## src/rtl/dmem_arb_pkg.sv

```systemverilog
// dmem_arb_pkg: shared definitions for the Y86-64 data-memory arbiter.
//   - state encoding for the arbiter FSM (IDLE, BUSY, RESP)
//   - requester port identifiers (PORT_F = Fetch, PORT_M = Memory stage)
//   - access size and the timeout-counter width helper
package dmem_arb_pkg;

  typedef logic [1:0] state_t;

  localparam state_t ST_IDLE = 2'd0;
  localparam state_t ST_BUSY = 2'd1;
  localparam state_t ST_RESP = 2'd2;

  localparam logic PORT_F = 1'b0;
  localparam logic PORT_M = 1'b1;

  // Every access moves one 8-byte quadword.
  localparam int ACCESS_BYTES = 8;

  // The counter only has to hold 0 .. timeout-1.
  function automatic int cnt_width(input int timeout);
    return (timeout <= 2) ? 1 : $clog2(timeout);
  endfunction

endpackage

```

## src/rtl/dmem_arbiter_rr_arb2.sv

```systemverilog
// rr_arb2: two-request round-robin picker.
//   clk, rst  : clock, asynchronous active-high reset
//   req[1:0]  : request vector, bit 0 = Fetch, bit 1 = Memory stage
//   advance   : when high and a grant is produced, the grant is recorded
//               as the last-granted port
//   grant[1:0]: one-hot grant (combinational from req and the last-grant reg)
// After reset the last grant reads as Fetch, so the Memory stage wins the
// first tie.
module rr_arb2
  import dmem_arb_pkg::*;
(
  input  logic       clk,
  input  logic       rst,
  input  logic [1:0] req,
  input  logic       advance,
  output logic [1:0] grant
);

  logic last;

  always_comb begin
    grant = 2'b00;
    case (req)
      2'b01:   grant = 2'b01;
      2'b10:   grant = 2'b10;
      2'b11:   grant = (last == PORT_F) ? 2'b10 : 2'b01;
      default: grant = 2'b00;
    endcase
  end

  always_ff @(posedge clk or posedge rst) begin
    if (rst) begin
      last <= PORT_F;
    end else if (advance && (grant != 2'b00)) begin
      last <= grant[1];
    end
  end

endmodule

```

## src/rtl/dmem_arbiter.sv

```systemverilog
// dmem_arbiter: shares the single-port data memory between the Fetch
// requester (read-only) and the Memory-stage requester (read/write).
// One backend transaction at a time; round-robin between the two ports.
//
// Ports:
//   clk, rst                         clock, asynchronous active-high reset
//   f_req, f_addr                    Fetch read request
//   f_ack, f_rdata, f_err            Fetch one-cycle response
//   m_req, m_we, m_addr, m_wdata     Memory-stage request
//   m_ack, m_rdata, m_err            Memory-stage one-cycle response
//   mem_req, mem_we, mem_addr,
//   mem_wdata                        backend request with latched fields
//   mem_ack, mem_rdata               backend completion and read data
//   busy                             high while a transaction is in flight
//
// Build option: define DMEM_RANGE_CHECK_EN to reject accesses whose 8 bytes
// would run past MEM_BYTES; such grants answer with err=1 straight away and
// never touch the backend.
module dmem_arbiter
  import dmem_arb_pkg::*;
#(
  parameter int AW        = 64,
  parameter int DW        = 64,
  parameter int MEM_BYTES = 1024,
  parameter int TIMEOUT   = 15
) (
  input  logic          clk,
  input  logic          rst,
  input  logic          f_req,
  input  logic [AW-1:0] f_addr,
  output logic          f_ack,
  output logic [DW-1:0] f_rdata,
  output logic          f_err,
  input  logic          m_req,
  input  logic          m_we,
  input  logic [AW-1:0] m_addr,
  input  logic [DW-1:0] m_wdata,
  output logic          m_ack,
  output logic [DW-1:0] m_rdata,
  output logic          m_err,
  output logic          mem_req,
  output logic          mem_we,
  output logic [AW-1:0] mem_addr,
  output logic [DW-1:0] mem_wdata,
  input  logic          mem_ack,
  input  logic [DW-1:0] mem_rdata,
  output logic          busy
);

  localparam int            CW        = cnt_width(TIMEOUT);
  localparam logic [CW-1:0] CNT_LAST  = CW'(TIMEOUT - 1);
  localparam logic [AW-1:0] ADDR_LAST = AW'(MEM_BYTES - ACCESS_BYTES);
`ifdef DMEM_RANGE_CHECK_EN
  localparam bit RANGE_CHECK = 1'b1;
`else
  localparam bit RANGE_CHECK = 1'b0;
`endif

  state_t        state;
  logic [CW-1:0] cnt;
  logic          gnt_port;
  logic [1:0]    grant;
  logic          pick_m;
  logic [AW-1:0] pick_addr;
  logic          range_bad;
  logic          timed_out;

  // The picker only records a grant while IDLE, so requests raised during a
  // transaction cannot disturb the pointer.
  rr_arb2 u_rr (
    .clk     (clk),
    .rst     (rst),
    .req     ({m_req, f_req}),
    .advance (state == ST_IDLE),
    .grant   (grant)
  );

  assign pick_m    = grant[1];
  assign pick_addr = pick_m ? m_addr : f_addr;
  assign range_bad = RANGE_CHECK && (pick_addr > ADDR_LAST);
  // Counter value TIMEOUT-1 is the last BUSY cycle with mem_req high.
  assign timed_out = (cnt == CNT_LAST);

  always_ff @(posedge clk or posedge rst) begin
    if (rst) begin
      state     <= ST_IDLE;
      cnt       <= '0;
      gnt_port  <= PORT_F;
      mem_req   <= 1'b0;
      mem_we    <= 1'b0;
      mem_addr  <= '0;
      mem_wdata <= '0;
      busy      <= 1'b0;
      f_ack     <= 1'b0;
      f_rdata   <= '0;
      f_err     <= 1'b0;
      m_ack     <= 1'b0;
      m_rdata   <= '0;
      m_err     <= 1'b0;
    end else begin
      // Responses are single-cycle pulses; anything not set below is zero.
      f_ack   <= 1'b0;
      f_rdata <= '0;
      f_err   <= 1'b0;
      m_ack   <= 1'b0;
      m_rdata <= '0;
      m_err   <= 1'b0;

      case (state)
        ST_IDLE: begin
          if (grant != 2'b00) begin
            gnt_port  <= pick_m;
            mem_we    <= pick_m & m_we;
            mem_addr  <= pick_addr;
            mem_wdata <= pick_m ? m_wdata : '0;
            cnt       <= '0;
            busy      <= 1'b1;
            if (range_bad) begin
              state <= ST_RESP;
              if (pick_m) begin
                m_ack <= 1'b1;
                m_err <= 1'b1;
              end else begin
                f_ack <= 1'b1;
                f_err <= 1'b1;
              end
            end else begin
              state   <= ST_BUSY;
              mem_req <= 1'b1;
            end
          end
        end

        ST_BUSY: begin
          // mem_ack takes priority over a coincident timeout.
          if (mem_ack || timed_out) begin
            state   <= ST_RESP;
            mem_req <= 1'b0;
            if (gnt_port == PORT_M) begin
              m_ack   <= 1'b1;
              m_err   <= ~mem_ack;
              m_rdata <= (mem_ack && !mem_we) ? mem_rdata : '0;
            end else begin
              f_ack   <= 1'b1;
              f_err   <= ~mem_ack;
              f_rdata <= mem_ack ? mem_rdata : '0;
            end
          end else begin
            cnt <= cnt + CW'(1);
          end
        end

        ST_RESP: begin
          state <= ST_IDLE;
          busy  <= 1'b0;
        end

        default: begin
          state   <= ST_IDLE;
          mem_req <= 1'b0;
          busy    <= 1'b0;
        end
      endcase
    end
  end

endmodule

```

## config.mk

```make
export PLATFORM = sky130hd
export DESIGN_NAME = dmem_arbiter
export DESIGN_NICKNAME = d
export VERILOG_FILES = /design/src/rtl/dmem_arb_pkg.sv /design/src/rtl/dmem_arbiter_rr_arb2.sv /design/src/rtl/dmem_arbiter.sv
export SDC_FILE = /design/constraint.sdc
export NUM_CORES = 1
export LEC_CHECK = 0
export ABC_AREA = 1
export ABC_CLOCK_PERIOD_IN_PS = 13550
export CAP_MARGIN = 5
export CORE_AREA = 2 2 203 205
export DETAILED_ROUTE_END_ITERATION = 10
export DIE_AREA = 0 0 205 207
export SYNTH_ARGS = -nofsm -noshare
export SYNTH_HDL_FRONTEND = slang
export SYNTH_HIERARCHICAL = 1
export SYNTH_SLANG_ARGS = --single-unit
```

## constraint.sdc

```tcl
create_clock -name clk -period 13.55 [get_ports clk]
set_clock_uncertainty 0.2 [all_clocks]
set_input_delay 2.71 -clock clk [delete_from_list [all_inputs] [get_ports clk]]
set_output_delay 2.71 -clock clk [all_outputs]
set_load 0.005 [all_outputs]
```

# Word-level counts from Yosys, hierarchy flattened
# Index checks and enable logic that the tools add are counted.
totals:
  regBits: 271
op_classes:
  n_eq_ne: 9
  reduce_logical: 12
  n_bitwise: 4
  add_sub_neg: 1
  n_mux: 34
ops:
  columns: ["operator", "n"]
  rows:
  - ["two-way mux 64 bit", 10]
  - ["two-way mux 1 bit", 14]
  - ["two-way mux 4 bit", 2]
  - ["case mux 4 bit (2 select lines)", 1]
  - ["== test 2 bit, second input constant", 3]
  - ["two-way mux 2 bit", 3]
  - ["inequality test 2 bit, second input constant", 3]
  - ["case mux 2 bit (3 select lines)", 1]
  - ["AND reduction 2 bit", 3]
  - ["AND reduction 3 bit", 2]
  - ["adder 4 x 1 -> 4 bit, second input constant", 1]
  - ["== test 2 x 1 -> 1 bit, second input constant", 2]
  - ["== test 4 bit, second input constant", 1]
  - ["case mux 2 bit (2 select lines)", 1]
  - ["nonzero test 2 bit", 2]
  - ["NOT 1 bit", 3]
  - ["case mux 1 bit (3 select lines)", 1]
  - ["logical AND 1 bit", 2]
  - ["zero test 2 bit", 1]
  - ["case mux 1 bit (2 select lines)", 1]
  - ["bitwise AND 1 bit", 1]
  - ["zero test 1 bit", 1]
  - ["logical OR 1 bit", 1]

# Longest topological paths before layout
# Gate-level depths: netlist of run 1.
depth:
  word_depth: 6
  depth_mapped: 9

# By module
# The synthesis of run 1 kept the hierarchy.
modules_own_cells:
  columns: ["module", "area_per_inst_um2", "cells_each", "n_inst"]
  rows:
  - ["dmem_arbiter", 10472.5, 1106, 1]
  - ["rr_arb2", 68.8, 10, 1]

# Worst setup path before layout of run 1
# No wires, ideal clock.
synth_timing:
  kind: "input to register"
  from: "input port f_req"
  to: "register mem_addr[35]"
  cell_stages: 9
  setup_slack_ns: 9.466
  arrival_time_ns: 3.760
  n_path_buf: 3
  cell_sequence: "nand2_1 and2_4 buf_2 o21ai_4 inv_2 buf_4 buf_4 o211ai_1 nand2_1"
synth_between:
  elab_chain_len: 4
  word_cells_on_any_way: 7
synth_rtl:
  columns: ["element", "line_no", "text"]
  rows:
  - ["from (decl)", "dmem_arbiter.sv:29", "input logic f_req,"]
  - ["== test 2 bit / == test 2 x 1 -> 1 bit (equally long branches)", "dmem_arbiter_rr_arb2.sv:23", "case (req)"]
  - ["case mux 2 bit (3 select lines) *", "dmem_arbiter_rr_arb2.sv:23", null]
  - ["via grant[1]", "dmem_arbiter.sv:62", "logic [1:0] grant;"]
  - ["nonzero test 2 bit", "dmem_arbiter.sv:111", "if (grant != 2'b00) begin"]
  - ["AND reduction 2 bit (no line)", null, null]
  - ["to (signal assigned)", "dmem_arbiter.sv:114", "mem_addr <= pick_addr;"]
  - ["to (decl)", "dmem_arbiter.sv:43", "output logic [AW-1:0] mem_addr,"]
# The timed path passes the listed nets; every way through them passes the cells marked *.
# A chain may end at the register's enable or synchronous reset.

# Worst setup path in the final report of run 1
layout_timing:
  from: "input port f_req"
  to: "register mem_addr[33]"
# Same word-level chain as after synthesis.

==> summary.md, run 1 <==
| Metric | Value |
|---|---|
| # nets final | 1,871 |
| Hold_buf cts | 0 |
| Grt total ovfl | 0 |
| Hold Crit Class | flip-flop to flip-flop |
| Area contributors post-synth | dfrtp_1, nand2_1, nor3_1 |
| Pwr dens | 187 nW/um^2 |
| Status | complete, no violations |
| Chip height | 207 um |
| CTS root buf | clkbuf_16 |
| Setup CP Type | input pin to flip-flop |
| Synthesized area | 10,500 sq um |
| Core area | 40,400 sq um |
| Post-synthesis cell count | 1,116 |
| Port Buf Inserts | 524 |
| Non-Filler Instances | 2,164 |
| Unique masters post-synth | 20 |
| Met2 GRT Util | 0.273 |
| GRT busiest layer | met2 |
| Total clock sinks | 271 |
| Switching power | 1.06 mW |
| Layout area overhead | 64.7% |
| CTS tree | built |
| Io pins | 525 |
| Register area share after synthesis | 0.643 |
| Max_slew headroom | 0.290 |
| Synth top area share | 0.643 |
| TritonRoute pass-1 iters | 4 |
| Cell count after placement | 2,106 |
| Setup bufs post-CTS | 0 |
| ANT nets after route | 0 |
| Internal power | 2.19 mW |
| Clk Latency, worst-skew pair | 560 ps |
| Actual transition at the worst max-transition pin | 1070 ps |
| HPWL after DPL | 25.1 mm |
| Clk network pwr share | 0.277 |
| GRT met1 Usage | 0.190 |
| Synth warnings | 6 |
| Worst-case clock buffer depth | 3 |
| Iter 0 DRT Violations | 362 |
| Worst EP arrival | 5510 ps |
| Setup violators final | 0 |
| Setup TNS | 0 ps |
| Syn_nets | 1,380 |
| Vias | 9,366 |
| Fmax | 190 MHz |
| Final Util | 0.430 |
| WL final | 35.6 mm |
| Async set or reset register ratio after synthesis | 1.00 |
| FF/Latch Area | 6780 sq um |
| Fill cell count | 3,997 |
| Slew Limit Fails | 0 |
| VDD IR max | 0.166 mV |
| Primary FF master, synth | dfrtp_1 |
| Worst Path Max Fanout | 105 |
| Pin count of the biggest net entering global routing | 119 |
| First-pass GRT wire length | 54.3 mm |
| CP Data Required Time | 13,790 ps |
| GRT Overall Usage | 0.163 |
| Critical Path Start Type | input pin |
| Number of global-route vias before repair | 9,548 |
| Row count | 74 |
| Post-CTS Resized | 0 |
| Max-cap check violation count | 0 |
| EDFF count, synth | 0 |
| Post-synthesis register bit count | 271 |
| Multi-input gate area | 2930 sq um |
| RSZ-0062 raised after global routing | no |
| Post-Syn Area per Cell | 9.45 sq um |
| Met3 usage | 0.0470 |
| Post-DR wirelength/cell | 16.5 um |
| Global placer's final weighted congestion | 0.864 |
| Share of cells above drive strength 1 | 0.0442 |
| TritonCTS Buffers | 30 |
| Via-to-Cell Ratio | 4.33 |
| Starting Density | 0.261 |
| Combinational Power Share | 0.364 |
| Switch share | 0.326 |
| Seq pwr share | 0.359 |
| Final hold viol count | 0 |
| Reg clk slew, reported paths | 60 ps |
| Tcrit/Tclk final | 0.389 |
| Clock H-tree levels | 1 |
| Post-route minimum period | 5270 ps |
| Leak | 8.22 nW |
| Critical Path End Type | flip-flop |
| Die width | 205 um |
| Initial antenna violation count | 2 |
| Die Footprint | 42,400 sq um |
| Post-synth top area cell | dfrtp_1 |
| Drt drc | 0 |
[cells in the mapped netlist, types with 2 or more instances]
cell / count
buf_4: 4
ha_1: 2
nand3_1: 74
o211ai_1: 64
clkbuf_1: 46
o21ai_1: 2
nor2_2: 2
nor3_1: 130
nand2_1: 340
nor2_1: 10
inv_1: 137
buf_2: 20
dfrtp_1: 271
o21ai_0: 2
buf_1: 6
inv_2: 2
[worst max-delay path: stages]
cell and delay (ps):
clkdlybuf4s50_1 430, nand2_1 100, and2_4 170, buf_4 810, buf_4 840, nand2_1 130
o211ai_1 130, nand2_1 70
[path summary, 6_finish.rpt]
check	to	from	cells after the start	slack, ps
min reg2reg	mem_wdata[57]	mem_wdata[57]	2	270
max in group asynchronous	mem_addr[3]	rst	3	8980
max	mem_addr[33]	f_req	8	8280
max reg2reg	cnt[3]	state[1]	8	10380
min in group asynchronous	u_rr/last	rst	2	2230
min	mem_wdata[57]	mem_wdata[57]	2	270
[metal layers]
metal | up-vias | wire length (um)
met5 | - | 0
met1 | 4369 | 13600
met2 | 400 | 17200
li1 | 4512 | -
met4 | 0 | 1550
met3 | 85 | 3270
[placed cells by master (no fill, tap or decap)]
master           count
o211ai_1            64
o21ai_4              1
o21ai_1              2
dfrtp_1            271
nand3_1             73
diode_2              2
clkinv_2             6
ha_1                 2
o21ai_0              2
inv_8                2
nor3_1             130
bufinv_16            5
clkbuf_8            10
buf_12               1
nor2_4               1
clkbuf_1             3
buf_4               10
clkbuf_16           31
clkdlybuf4s50_1    524
nor2_1              10
xnor2_1              1
nand3_2              1
nand2_2              1
inv_1              136
and2_4               1
nand2_1            339
nand4_1              1
nor2_2               1
inv_2                1
[registers in the layout, indices dropped and copies added (netlist names)]
name / flops
mem_wdata: 64
f_rdata: 64
mem_addr: 64
mem_we: 1
m_ack: 1
busy: 1
m_rdata: 64
u_rr/last: 1
cnt: 4
state: 2
f_ack: 1
m_err: 1
gnt_port: 1
mem_req: 1
f_err: 1
[metrics by stage]
stage / power (mW) / setup WS, ps / cell area (sq um) / hold WS (ps)
6_report: 3.25 / 8280 / 17400 / 268
5_1_grt: 3.46 / 8070 / 17400 / 291
2_1_floorplan: 1.67 / 3200 / 10500 / 242
3_5_place_dp: 2.38 / 7730 / 16200 / 257
3_3_place_gp: 2.36 / 7840 / 16200 / 254
4_1_cts: 3.30 / 8350 / 17300 / 272
[area by class of cell]
class	count	area share
Tap cell	532	0.0383
Timing Repair Buffer	535	0.308
Antenna cell	2	0.000288
Sequential cell	271	0.391
Multi-Input combinational cell	630	0.169
Clock buffer	44	0.0533
Clock inverter	11	0.0107
Inverter	139	0.0306
[power groups by stage]
stage               Combinational, mW  Clock (mW)  Sequential, mW
CTS                              1.20       0.924            1.17
global placement                 1.19           0            1.18
global route                     1.30       0.960            1.20
detailed placement               1.20           0            1.18
finish                           1.18       0.901            1.17
floorplan                       0.491           0            1.18
[cell families (layout without fill, tap and decap cells)]
group	Yosys count	in the layout	share of synthesized area
AOI/OAI and AO/OA	69	69	0.0490
and+or+nand+nor	558	558	0.224
other	0	2	0
xor gates and xnor gates	1	1	0.000831
adders and majority gates	2	2	0.00237
DFF	271	271	0.643
buffers and inverters	215	729	0.0804
No activity file was read; power rests on OpenSTA's default activity.
==> run 2, diff against run 1 <==
--- a/config.mk
+++ b/config.mk
@@ -6,7 +6,7 @@
 export NUM_CORES = 1
 export LEC_CHECK = 0
 export ABC_AREA = 1
-export ABC_CLOCK_PERIOD_IN_PS = 13550
+export ABC_CLOCK_PERIOD_IN_PS = 4930
 export CAP_MARGIN = 5
 export CORE_AREA = 2 2 203 205
 export DETAILED_ROUTE_END_ITERATION = 10
==> constraint.sdc (replaced) <==
create_clock -name clk -period 4.93 [get_ports clk]
set_clock_uncertainty 0.2 [all_clocks]
set_input_delay 0.986 -clock clk [delete_from_list [all_inputs] [get_ports clk]]
set_output_delay 0.986 -clock clk [all_outputs]
set_load 0.005 [all_outputs]
==> run 2 against run 1 <==
Net effect:
- sequential power grew to 2.7 times the previous value
- highest routed layer unchanged
- cell count hardly changed
- combinational power grew to 2.8 times the previous value
- global-route usage is 0.17 points lower
- critical endpoint is now mem_wdata[62]
- register-to-register slack worse by 7900 ps
- utilization hardly changed
- via count is 0.37% lower
- worst setup slack worse by 6100 ps
- sequential share of layout area hardly changed
==> summary.md, run 2 (same netlist as run 1, synthesis figures left out) <==
| Metric | Value |
|---|---|
| Status | complete, no violations |
| Post-CTS Resized | 0 |
| Critical path's largest stage delay | 550 ps |
| Global placer's final weighted congestion | 0.843 |
| Number of global-route vias before repair | 9,540 |
| Worst EP arrival | 1520 ps |
| Die width | 205 um |
| ANT nets after route | 0 |
| First-pass GRT wire length | 54.2 mm |
| Setup CP Type | flip-flop to primary output |
| Critical-path top delay cell | clkdlybuf4s50_1 |
| Leak | 8.19 nW |
| Reg2Reg Depth | 4 |
| Layout area overhead | 64.6% |
| WHS Endpoint | mem_wdata[10] |
| Vias | 9,331 |
| Slew Limit Fails | 0 |
| Non-Filler Instances | 2,163 |
| Drt drc | 0 |
| Most frequent cells in the layout | clkdlybuf4s50_1, nand2_1, dfrtp_1 |
| Io pins | 525 |
| Most common cell after layout, fill and taps aside | clkdlybuf4s50_1 |
| Ant. Diodes | 0 |
| Final hold viol count | 0 |
| Bufs and invs on worst path | 1 |
| Grt total ovfl | 0 |
| Critical Path Start Type | flip-flop |
| Setup violators final | 0 |
| Pin count of the biggest net entering global routing | 195 |
| Post-route minimum period | 2700 ps |
| Total clock sinks | 271 |
| Iter 0 DRT Violations | 438 |
| Pwr dens | 508 nW/um^2 |
| Die Footprint | 42,400 sq um |
| TritonCTS Buffers | 30 |
| FF/Latch Area | 6780 sq um |
| Reg clk slew, reported paths | 60 ps |
| Row count | 74 |
| GRT Overall Usage | 0.161 |
| Tcrit/Tclk final | 0.549 |
| Total power | 8.81 mW |
| Worst R2R End | m_rdata[32] |
| R2r startpoint | state[1] |
| Setup bufs post-CTS | 0 |
| Hold-critical path depth | 2 |
| Fmax | 370 MHz |
| Share of cells above drive strength 1 | 0.0435 |
| Worst Path Max Fanout | 2 |
| Initial antenna violation count | 0 |
| Starting Density | 0.261 |
| WL final | 35.1 mm |
| Post-DR wirelength/cell | 16.2 um |
| Actual transition at the worst max-transition pin | 919 ps |
| Max-cap check violation count | 0 |
| Hold Crit Class | flip-flop to flip-flop |
| Port Buf Inserts | 524 |
| Clk Latency, worst-skew pair | 560 ps |
| # nets final | 1,875 |
| Crit path cell chain | clkdlybuf4s50_1 |
| CP Data Required Time | 3740 ps |
| RSZ-0062 raised after global routing | no |
| HPWL after DPL | 24.8 mm |
| CTS root buf | clkbuf_16 |
| Cell count after placement | 2,111 |
| VDD IR max | 0.539 mV |
| Max_slew headroom | 0.385 |
| Core area | 40,400 sq um |
| Via-to-Cell Ratio | 4.31 |
| Clock H-tree levels | 1 |
| Reg2Reg Setup Slack | 2470 ps |
| Hold Crit Start | mem_wdata[10] |
| Critical Path End Type | primary output |
| Fill cell count | 3,969 |
| Multi-input gate area | 2930 sq um |
| CTS tree | built |
| Worst-case clock buffer depth | 3 |
| Crit-path leading delay family | buffers and inverters |
| Hold_buf cts | 0 |
| Chip height | 207 um |
| TritonRoute pass-1 iters | 4 |
| Setup TNS | 0 ps |
-- run 2: final cells by class --
type	count	share of cell area
inverter	139	0.0304
clock inverter	11	0.00988
multi-input combinational	630	0.169
tap	532	0.0384
clock buffer	41	0.0497
timing repair buffer	539	0.312
sequential	271	0.391
-- run 2: worst max path at each step --
stage | startpoint | endpoint | cells after the start
5_1_grt | mem_wdata[62] | mem_wdata[62] | 1
3_5_place_dp | m_req | cnt[1] | 8
4_1_cts | mem_wdata[62] | mem_wdata[62] | 1
2_1_floorplan | rst | busy | 1
6_report | mem_wdata[62] | mem_wdata[62] | 1
3_3_place_gp | m_req | cnt[3] | 8
-- run 2: report_power, final --
part | total, mW | leakage, nW | switching, mW | internal (mW)
clock | 2.35 | 0.495 | 0.921 | 1.43
sequential | 3.20 | 3.56 | 0.340 | 2.86
combinational | 3.26 | 4.14 | 1.64 | 1.63
-- run 2: metal layers --
layer  global-route usage  vias up  share of wire
li1                     -     4505              -
met1                0.194     4377           0.39
met2                0.270      390           0.48
met3               0.0522       59           0.10
met4               0.0521        0          0.029
met5                    0        -              0
-- run 2: metrics by stage --
| stage | hold slack [ps] | worst slack, ps | utilization | instance area [sq um] |
|---|---|---|---|---|
| floorplan | 242 | 177 | - | 10500 |
| global placement | 252 | 1760 | 0.404 | 16300 |
| detailed placement | 257 | 1730 | 0.404 | 16300 |
| CTS | 274 | 2170 | 0.430 | 17400 |
| global route | 287 | 2170 | 0.430 | 17400 |
| finish | 269 | 2230 | 0.430 | 17400 |
==> run 3, diff against run 2 <==
--- a/config.mk
+++ b/config.mk
@@ -6,7 +6,7 @@
 export NUM_CORES = 1
 export LEC_CHECK = 0
 export ABC_AREA = 1
-export ABC_CLOCK_PERIOD_IN_PS = 4930
+export ABC_CLOCK_PERIOD_IN_PS = 2500
 export CAP_MARGIN = 5
 export CORE_AREA = 2 2 203 205
 export DETAILED_ROUTE_END_ITERATION = 10
==> constraint.sdc (replaced) <==
create_clock -name clk -period 2.5 [get_ports clk]
set_clock_uncertainty 0.2 [all_clocks]
set_input_delay 0.5 -clock clk [delete_from_list [all_inputs] [get_ports clk]]
set_output_delay 0.5 -clock clk [all_outputs]
set_load 0.005 [all_outputs]
==> run 3 against run 2 <==
Net effect:
- critical path depth unchanged
- total power increased by 96%
- via count increased by 2.0%
- first-iteration DRC count decreased by 20%
==> summary.md, run 3 (same netlist as run 1, synthesis figures left out) <==
| Metric | Value |
|---|---|
| Chip height | 207 um |
| Via-to-Cell Ratio | 4.34 |
| Tcrit/Tclk final | 0.887 |
| Bufs and invs on worst path | 1 |
| First-pass GRT wire length | 54.5 mm |
| HPWL after DPL | 25.9 mm |
| CTS root buf | clkbuf_16 |
| Crit-path leading delay family | buffers and inverters |
| Worst EP arrival | 1520 ps |
| Crit path cell chain | clkdlybuf4s50_1 |
| Clock H-tree levels | 1 |
| Pwr dens | 979 nW/um^2 |
| Share of cells above drive strength 1 | 0.0596 |
| Most frequent cells in the layout | clkdlybuf4s50_1, nand2_1, dfrtp_1 |
| # nets final | 1,905 |
| Setup CP Type | flip-flop to primary output |
| Ant. Diodes | 0 |
| Pin count of the biggest net entering global routing | 125 |
| Setup TNS | 0 ps |
| Final WS setup | 284 ps |
| Uppermost layer routed | met5 |
| Leak | 8.36 nW |
| Hold Crit Class | flip-flop to flip-flop |
| Most common cell after layout, fill and taps aside | clkdlybuf4s50_1 |
| Total clock sinks | 271 |
| Initial antenna violation count | 1 |
| Setup violators final | 0 |
| Fmax | 451 MHz |
| Dpl ws | 78.5 ps |
| Grt total ovfl | 0 |
| Worst Path Max Fanout | 2 |
| Met3 wire length | 3.12 mm |
| CP Data Required Time | 1800 ps |
| Critical path's largest stage delay | 630 ps |
| Worst-case clock buffer depth | 3 |
| Critical-path top delay cell | clkdlybuf4s50_1 |
| VDD IR max | 0.475 mV |
| Slew Limit Fails | 0 |
| Vias | 9,518 |
| Final Util | 0.436 |
| Io pins | 525 |
| Fill cell count | 3,942 |
| Die width | 205 um |
| Setup bufs post-CTS | 0 |
| Post-DR wirelength/cell | 15.9 um |
| Final hold viol count | 0 |
| Starting Density | 0.261 |
| RSZ-0062 raised after global routing | no |
| TritonCTS Buffers | 29 |
| Layout area overhead | 67.1% |
| Critical Path End Type | primary output |
| Critical Path Start Type | flip-flop |
| Routed length on met2 | 16.7 mm |
| Die Footprint | 42,400 sq um |
| Max_slew headroom | 0.652 |
| Post-route minimum period | 2220 ps |
| ANT nets after route | 0 |
| Status | complete, no violations |
| Actual transition at the worst max-transition pin | 522 ps |
| Port Buf Inserts | 524 |
| GRT Overall Usage | 0.161 |
| Post-CTS Resized | 0 |
| WL final | 34.9 mm |
| M1 WL | 13.9 mm |
| Row count | 74 |
| Global placer's final weighted congestion | 0.855 |
| Clk Latency, worst-skew pair | 540 ps |
| Core area | 40,400 sq um |
| Iter 0 DRT Violations | 351 |
| Reg clk slew, reported paths | 60 ps |
| TritonRoute pass-1 iters | 5 |
| CTS tree | built |
| Max-cap check violation count | 0 |
| Number of global-route vias before repair | 9,975 |
| Drt drc | 0 |
[run 3: metrics by stage]
stage,std cells,total power [mW],hold slack (ps),cell area [sq um]
floorplan,1116,9.07,28.7,10500
global placement,2141,13.2,253,16700
detailed placement,2141,13.2,259,16700
CTS,2194,17.5,273,17600
global route,2194,18.4,292,17600
finish,2194,17.2,269,17600
[run 3: cell type report]
cell class / count / area [sq um] / share of cell area
Timing Repair Buffer: 570 / 5810 / 0.330
Sequential cell: 271 / 6780 / 0.385
Multi-Input combinational cell: 630 / 2930 / 0.166
Inverter: 139 / 527 / 0.0299
Tap cell: 532 / 666 / 0.0378
Clock buffer: 38 / 779 / 0.0442
Clock inverter: 14 / 134 / 0.00760
[run 3: tightest hold or removal path: stages (launching register included)]
cell and delay, ps:
dfrtp_1 340, nand2_1 50, nand2_1 50
[run 3: worst paths after layout]
path,startpoint,end,slack (ps),cells past startpoint
worst max-delay path,mem_req,mem_req,280,1
worst min-delay path,mem_wdata[43],mem_wdata[43],270,2
worst max register to register,u_rr/last,mem_addr[10],670,7
worst min register to register,mem_wdata[43],mem_wdata[43],270,2
max in group asynchronous,rst,mem_addr[51],660,5
min in group asynchronous,rst,u_rr/last,540,3
[run 3: power by group]
part	switching [mW]	internal [mW]	total, mW
Sequential	0.688	5.64	6.33
Clock	1.75	2.40	4.15
Combinational	3.30	3.46	6.76
Total	5.74	11.5	17.2
[run 3: timing repair]
item	CTS	global route
hold buffers	1	0
hold endpoints to repair	1	0
endpoints found under the setup margin	0	0
[run 3: per-layer routing]
metal | up-vias | track usage
li1 | 4565 | -
met1 | 4487 | 0.194
met2 | 398 | 0.276
met3 | 66 | 0.0447
met4 | 2 | 0.0551
met5 | - | 0
